$ cat config.mk
export PLATFORM = sky130hd
export DESIGN_NAME = stopwatch_counter_flat
export DESIGN_NICKNAME = d
export VERILOG_FILES = /design/src/rtl/stopwatch_pkg.sv /design/src/rtl/stopwatch_counter_if.sv /design/src/rtl/tick_prescaler.sv /design/src/rtl/stopwatch_counter.sv /design/src/flat_wrapper.sv
export SDC_FILE = /design/constraint.sdc
export NUM_CORES = 1
export LEC_CHECK = 0
export CAP_MARGIN = 40
export CORE_AREA = 8 8 101 75
export DETAILED_ROUTE_END_ITERATION = 6
export DIE_AREA = 0 0 109 83
export PLACE_DENSITY = 0.89
export SLEW_MARGIN = 40
export SYNTH_ARGS = -nofsm -noshare
export SYNTH_HDL_FRONTEND = slang
export SYNTH_HIERARCHICAL = 1
export SYNTH_SLANG_ARGS = --single-unit
export TNS_END_PERCENT = 20
$ cat constraint.sdc
create_clock -name clk -period 5.2 [get_ports clk]
set_input_delay 1.3 -clock clk [delete_from_list [all_inputs] [get_ports clk]]
set_output_delay 1.3 -clock clk [all_outputs]
set_load 0.02 [all_outputs]
$ cat src/rtl/stopwatch_pkg.sv
// Shared types and limits for the stopwatch timekeeping core.
// Digit fields are plain binary and never exceed the *_MAX values below.
package stopwatch_pkg;

    localparam int CS_W  = 7;
    localparam int SEC_W = 6;
    localparam int MIN_W = 6;

    localparam logic [CS_W-1:0]  CS_MAX  = 7'd99;
    localparam logic [SEC_W-1:0] SEC_MAX = 6'd59;
    localparam logic [MIN_W-1:0] MIN_MAX = 6'd59;

    localparam logic [1:0] ST_IDLE  = 2'd0;
    localparam logic [1:0] ST_RUN   = 2'd1;
    localparam logic [1:0] ST_PAUSE = 2'd2;

    typedef enum logic [1:0] {
        IDLE  = ST_IDLE,
        RUN   = ST_RUN,
        PAUSE = ST_PAUSE
    } state_e;

    typedef struct packed {
        logic [MIN_W-1:0] mins;
        logic [SEC_W-1:0] secs;
        logic [CS_W-1:0]  cs;
    } sw_time_t;

    function automatic logic at_max(sw_time_t t);
        return (t.cs == CS_MAX) && (t.secs == SEC_MAX) && (t.mins == MIN_MAX);
    endfunction

    // Cascaded increment; the terminal value 59:59.99 rolls to zero.
    function automatic sw_time_t advance(sw_time_t t);
        sw_time_t n = t;
        if (t.cs == CS_MAX) begin
            n.cs = '0;
            if (t.secs == SEC_MAX) begin
                n.secs = '0;
                n.mins = (t.mins == MIN_MAX) ? '0 : t.mins + 1'b1;
            end else begin
                n.secs = t.secs + 1'b1;
            end
        end else begin
            n.cs = t.cs + 1'b1;
        end
        return n;
    endfunction

endpackage

$ cat src/rtl/stopwatch_counter_if.sv
// Button pulses in, display fields and status out of the stopwatch core.
interface stopwatch_counter_if;
    import stopwatch_pkg::*;

    logic             start_stop;
    logic             lap;
    logic             clear;
    logic [CS_W-1:0]  ms_10;
    logic [SEC_W-1:0] secs;
    logic [MIN_W-1:0] mins;
    logic             running;
    logic             lap_active;
    logic             wrap;

    modport master (
        output start_stop, lap, clear,
        input  ms_10, secs, mins, running, lap_active, wrap
    );

    modport slave (
        input  start_stop, lap, clear,
        output ms_10, secs, mins, running, lap_active, wrap
    );

endinterface

$ cat src/rtl/tick_prescaler.sv
// Divides the board clock down to the hundredths tick; holds while en is low.
module tick_prescaler #(
    parameter int CLK_HZ  = 50_000_000,
    parameter int TICK_HZ = 100
) (
    input  logic clk,
    input  logic rst_n,
    input  logic en,
    input  logic clr,
    output logic tick
);

    localparam int DIV   = CLK_HZ / TICK_HZ;
    localparam int CNT_W = (DIV > 1) ? $clog2(DIV) : 1;
    localparam logic [CNT_W-1:0] TERM = CNT_W'(DIV - 1);

    logic [CNT_W-1:0] cnt_q, cnt_d;

    assign tick = en && (cnt_q == TERM);

    always_comb begin
        cnt_d = cnt_q;
        if (clr || tick) begin
            cnt_d = '0;
        end else if (en) begin
            cnt_d = cnt_q + 1'b1;
        end
    end

    always_ff @(posedge clk or negedge rst_n) begin
        if (!rst_n) begin
            cnt_q <= '0;
        end else begin
            cnt_q <= cnt_d;
        end
    end

endmodule

$ cat src/rtl/stopwatch_counter.sv
// Stopwatch timekeeping core: run/pause FSM, cascaded cs/sec/min counters,
// lap snapshot and registered display outputs.
module stopwatch_counter
    import stopwatch_pkg::*;
#(
    parameter int CLK_HZ  = 50_000_000,
    parameter int TICK_HZ = 100
) (
    input  logic                clk,
    input  logic                rst_n,
    stopwatch_counter_if.slave  bus
);

    state_e   state_q, state_d;
    sw_time_t count_q, count_d;
    sw_time_t snap_q, snap_d;
    sw_time_t disp_q, disp_d;
    logic     lap_q, lap_d;
    logic     wrap_q, wrap_d;
    logic     tick;

    tick_prescaler #(
        .CLK_HZ  (CLK_HZ),
        .TICK_HZ (TICK_HZ)
    ) u_prescaler (
        .clk   (clk),
        .rst_n (rst_n),
        .en    (state_q == RUN),
        .clr   (bus.clear),
        .tick  (tick)
    );

    always_comb begin
        state_d = state_q;
        count_d = count_q;
        snap_d  = snap_q;
        lap_d   = lap_q;
        wrap_d  = 1'b0;
        if (bus.clear) begin
            state_d = IDLE;
            count_d = '0;
            lap_d   = 1'b0;
        end else begin
            // The tick is taken from the registered state, so a tick that
            // lands with a RUN->PAUSE press is still counted.
            if (tick) begin
                count_d = advance(count_q);
                wrap_d  = at_max(count_q);
            end
            if (bus.start_stop) begin
                case (state_q)
                    IDLE, PAUSE: state_d = RUN;
                    RUN:         state_d = PAUSE;
                    default:     state_d = IDLE;
                endcase
            end
            if (bus.lap && (state_q != IDLE)) begin
                lap_d = !lap_q;
                if (!lap_q) begin
                    snap_d = count_q;
                end
            end
        end
        disp_d = lap_d ? snap_d : count_d;
    end

    always_ff @(posedge clk or negedge rst_n) begin
        if (!rst_n) begin
            state_q <= IDLE;
            count_q <= '0;
            snap_q  <= '0;
            disp_q  <= '0;
            lap_q   <= 1'b0;
            wrap_q  <= 1'b0;
        end else begin
            state_q <= state_d;
            count_q <= count_d;
            snap_q  <= snap_d;
            disp_q  <= disp_d;
            lap_q   <= lap_d;
            wrap_q  <= wrap_d;
        end
    end

    assign bus.ms_10      = disp_q.cs;
    assign bus.secs       = disp_q.secs;
    assign bus.mins       = disp_q.mins;
    assign bus.running    = (state_q == RUN);
    assign bus.lap_active = lap_q;
    assign bus.wrap       = wrap_q;

endmodule

$ cat src/flat_wrapper.sv
// flat-port wrapper written by rule: the top's interface ports become plain ports
module stopwatch_counter_flat import stopwatch_pkg::*;
#(
    parameter int CLK_HZ  = 50_000_000,
    parameter int TICK_HZ = 100
)
  (clk, rst_n, bus_start_stop, bus_lap, bus_clear, bus_ms_10, bus_secs, bus_mins, bus_running, bus_lap_active, bus_wrap);
  stopwatch_counter_if bus_i ();
  input  logic clk;
  input  logic rst_n;
  input wire logic [$bits(bus_i.start_stop)-1:0] bus_start_stop;
  input wire logic [$bits(bus_i.lap)-1:0] bus_lap;
  input wire logic [$bits(bus_i.clear)-1:0] bus_clear;
  output wire logic [$bits(bus_i.ms_10)-1:0] bus_ms_10;
  output wire logic [$bits(bus_i.secs)-1:0] bus_secs;
  output wire logic [$bits(bus_i.mins)-1:0] bus_mins;
  output wire logic [$bits(bus_i.running)-1:0] bus_running;
  output wire logic [$bits(bus_i.lap_active)-1:0] bus_lap_active;
  output wire logic [$bits(bus_i.wrap)-1:0] bus_wrap;
  assign bus_i.start_stop = bus_start_stop;
  assign bus_i.lap = bus_lap;
  assign bus_i.clear = bus_clear;
  assign bus_ms_10 = bus_i.ms_10;
  assign bus_secs = bus_i.secs;
  assign bus_mins = bus_i.mins;
  assign bus_running = bus_i.running;
  assign bus_lap_active = bus_i.lap_active;
  assign bus_wrap = bus_i.wrap;
  stopwatch_counter #(.CLK_HZ(CLK_HZ), .TICK_HZ(TICK_HZ)) u_core (.clk(clk), .rst_n(rst_n), .bus(bus_i));
endmodule
## Word-level counts from Yosys, hierarchy flattened

Index checks and enable logic that the tools add are counted.

- Add/subtract/negate cells: 4
- Equality and inequality tests: 6
- Multiplexer cells: 20
- Reductions and logical operators: 11

Operators with widths:

| operator | count |
|---|---|
| two-way mux 19 bit | 8 |
| adder 19 x 1 -> 19 bit, second input constant | 1 |
| == test 19 bit, second input constant | 1 |
| two-way mux 6 bit | 3 |
| adder 6 x 1 -> 6 bit, second input constant | 2 |
| == test 6 bit, second input constant | 2 |
| two-way mux 12 bit | 1 |
| adder 7 x 1 -> 7 bit, second input constant | 1 |
| == test 7 bit, second input constant | 1 |
| two-way mux 7 bit | 1 |
| nonzero test 2 bit | 3 |
| logical AND 1 bit | 4 |
| two-way mux 1 bit | 4 |
| two-way mux 2 bit | 2 |
| one-hot mux 2 bit (2 select lines) | 1 |
| == test 2 x 1 -> 1 bit, second input constant | 1 |
| == test 2 bit, second input constant | 1 |
| zero test 2 bit | 1 |
| OR reduction 2 bit | 1 |
| zero test 1 bit | 1 |
| logical OR 1 bit | 1 |

- Register bits after elaboration: 80
- Input port bits: 5
- Output and inout port bits: 22
- Word-level logic and storage cells: 54

## Longest topological paths before layout

- Word-level depth: 7
- Mapped depth: 10
- Gate-level depth less buffers: 8

## Cells and area by module

Netlist, hierarchy kept.

Modules (own cells, without submodules):

| module | times used | cells each | area each (µm²) |
|---|---|---|---|
| stopwatch_counter | 1 | 224 | 2610.0 |
| tick_prescaler | 1 | 102 | 1014.7 |

## Worst setup path before layout

OpenSTA, ideal clock, no wires.

- Kind: reg2reg
- Start point: reg u_core.state_q[0]
- End point: reg u_core.disp_q, in the netlist u_core/bus.mins[5]
- Library setup time: 0.122 ns
- Arrival: 2.979 ns
- Required time: 5.078 ns
- Slack: 2.099 ns
- Stages on the path, launching flop included: 11
- Buffers on the path: 2
- Period minus slack after synthesis: 3.101 ns
- Cell sequence: dfrtp_1 > nor2b_1 > buf_6 > nand4_1 > nor4_1 > nand3_1 > or2_1 > buf_6 > o31ai_4 > or2b_2 > o21ai_1

RTL lines:

| item | line | source |
|---|---|---|
| start: declaration | stopwatch_counter.sv:14 | `state_e state_q, state_d;` |
| start signal: assignment | stopwatch_counter.sv:76 | `state_q <= state_d;` |
| end signal: assignment | stopwatch_counter.sv:79 | `disp_q <= disp_d;` |
| end: declaration | stopwatch_counter.sv:17 | `sw_time_t disp_q, disp_d;` |

==> summary.txt <==
Routing
  – Final WL: 7400 microns
  – Final ANT Viol Nets: 0
  – First-pass iteration count of the detailed router: 4
  – DR vias: 2600
  – Vias per inst: just under 6
  – DRC viols: 0
  – Avg WL per Cell: 16.9 microns
  – Drt initial violations: 231

Yosys
  – Syn_nets: between 300 and 400
  – Post-synth ARST share: 1.00
  – Synth Area per Inst: ~11 sq um
  – Area leader, netlist: dfrtp_1
  – Synth cell types: 48
  – Synth Warn #: 6
  – Primary FF master, synth: dfrtp_1
  – Synthesized instance count: 326
  – Top post-synthesis cells by area: dfrtp_1, mux2_2, nand2_1
  – Post-synth EDFFs: 0
  – #FFs+latches synth: 80
  – Cell area after synthesis: ~3600 sq um
  – Area share of the largest cell type after synthesis: 0.552
  – Seq/Total Area, Yosys: 0.552

Placed design
  – PortBufs: 26
  – Inst Count DP: 422
  – HPWL Detailed: 4830 microns
  – Final RePlAce weighted congestion: between 0.8 and 0.9

Finish
  – # nets final: ~360
  – ANT cells: 0
  – Area growth syn-to-layout: 14.6%
  – Fin cells: approximately 440
  – Commonest non-fill, non-tap cell in the layout: dfrtp_1
  – Most frequent cells in the layout: dfrtp_1, nand2_1, nor2_1, clkdlybuf4s50_1, mux2_2
  – Layout cells sized above 1: 0.156

Flow run
  – Maxcap violations: 0

CTS
  – Htree depth: 3
  – CTS tree: built
  – CTS Sinks: 80
  – Clock-pin slew of the registers on the worst-case setup and hold paths: 0.09 ns
  – CTS root buf: clkbuf_8
  – Setup bufs post-CTS: 0
  – Clk Latency, worst-skew pair: 0.36 ns
  – Worst-case clock buffer depth: 2
  – CTS resizes: 0
  – Hold-fix buffers at CTS: 0
  – CTS Buf Count: 9

Floorplan
  – Die Y: 83 microns
  – Die X: 109 microns
  – Core Rows: 24
  – Number of top-level pins: 27
  – Die ar.: between 9000 and 10000 sq um
  – Starting Density: 0.601
  – Core area: between 6000 and 7000 sq um

Timing
  – Max Transition Viols Final: 0
  – Slew HR: 0.512
  – RSZ-0062 raised after global routing: false
  – Final period utilization: 0.658
  – Period minus WS final: 3.42 ns
  – Total negative slack: 0 ns
  – Post-Route Skew: 0.0131 ns
  – Hold Vio Cnt, Final: 0
  – # setup viols final: 0
  – Slew @ Worst Pin: 0.726 ns
  – Fmax: 0.292 GHz

Global routing
  – Busiest grt layer: met2
  – Met3 Usage GRT: 0.0579
  – Initial antenna violation count: 0
  – GR Util met2: 0.254
  – First-pass GRT wire length: between 10000 and 15000 microns
  – Gr usage total: 0.177
  – Grt ovf: 0
  – Met1 GRT Util: 0.245
  – Largest net degree at the start of global routing: 81
  – Number of global-route vias before repair: around 2500

Worst setup path
  – CP Capture Type: register
  – Slowest CP cell: nor4_2
  – CP Launch Type: register
  – Worst endpoint required time: 5.44 ns
  – Crit path kind: register to register
  – Critical path's largest stage delay: 0.66 ns
  – Crit Path Max Fanout: 14
  – Arrival @ worst endpoint: 3.66 ns
  – Worst path cell trace: nor2b_1 > nand4_1 > nor4_2 > nand3_1 > nor2_4 > nand2_1 > o311a_1 > mux2_2

Power
  – Maximum vdd drop: ~0.18 mV
  – Power per Cell Area: 288 nW/um^2
  – Leak: 1.89 nW

Min path
  – Min-delay worst type: register to register

Run status
  – Status: finished clean
-- state kept, by name (all words and copies together) (netlist names) --
signal,flops
u_core/count_q,19
u_core/snap_q,19
u_core/u_prescaler/cnt_q,19
u_core/bus.ms_10,7
u_core/bus.mins,6
u_core/bus.secs,6
u_core/state_q,2
u_core/bus.lap_active,1
u_core/bus.wrap,1
-- final timing paths --
check,startpoint,end,slack [ns],depth (start not counted)
setup / recovery,u_core/state_q[0],u_core/bus.secs[4],1.78,8
hold / removal,u_core/snap_q[5],u_core/snap_q[5],0.50,1
setup reg to reg,u_core/state_q[0],u_core/bus.secs[4],1.78,8
hold reg to reg,u_core/snap_q[5],u_core/snap_q[5],0.50,1
max in group asynchronous,rst_n,u_core/count_q[15],3.74,1
min in group asynchronous,rst_n,u_core/snap_q[2],0.94,1
-- cell usage after synthesis (2+ instances only) --
master,count
nand2_1,40
buf_2,5
mux2i_1,4
nor2_1,32
xnor2_1,13
or3_1,6
ha_1,4
a211oi_1,2
buf_6,3
nor4bb_1,2
nor3_1,9
and4_2,2
mux2_2,21
dfrtp_1,80
o31ai_1,5
nand4_1,7
inv_1,5
mux2_1,2
or4_1,3
clkbuf_1,2
o21ai_0,8
o21ai_1,4
or2_1,2
xor2_1,11
nor4_1,4
and4_1,2
a21oi_1,14
nand3_1,12
and3_1,3
-- worst max-delay path: cells and delay by family, from the launching register on --
family | cells | cell delay, ns
and+or+nand+nor | 6 | 2.29
muxes | 1 | 0.26
DFF | 1 | 0.39
AOI/OAI and AO/OA | 1 | 0.37
-- layer usage --
layer | wire (microns) | vias up
met4 | 72 | 0
met1 | 3370 | 1303
li1 | - | 1207
met5 | 0 | -
met3 | 504 | 6
met2 | 3450 | 84
-- power breakdown --
part           leakage (nW)  internal [mW]  switching (mW)
combinational         0.671         0.0276          0.0516
clock                 0.105          0.234           0.249
sequential             1.11          0.630         0.00522
-- metrics by stage --
stage	total power [mW]	hold slack [ns]	worst slack (ns)	utilization	instance area, sq um
3_3_place_gp	0.725	0.470	1.66	0.649	3920
6_report	1.20	0.501	1.78	0.688	4150
2_1_floorplan	0.691	0.456	2.10	-	3620
3_5_place_dp	0.728	0.476	1.60	0.653	3940
5_1_grt	1.25	0.516	1.44	0.688	4150
4_1_cts	1.21	0.497	1.77	0.688	4150
-- final cells by class --
type	count	area [sq um]
clock buffers	9	124
inverters	6	22.5
multi-input cells	229	1540
fillers	425	1880
clock inverters	7	86.3
repair buffers	29	284
flip-flops and latches	80	2000
well taps	78	97.6
-- kinds of logic after synthesis --
logic type,share of synthesized area
AO/OA/AOI/OAI,0.0780
AND/OR/NAND/NOR,0.190
multiplexers,0.0825
buffers and inverters,0.0255
adder cells (fa/ha/maj),0.0138
flip-flops,0.552
XOR/XNOR,0.0580
Note: power is estimated with default switching activity, not from simulation.
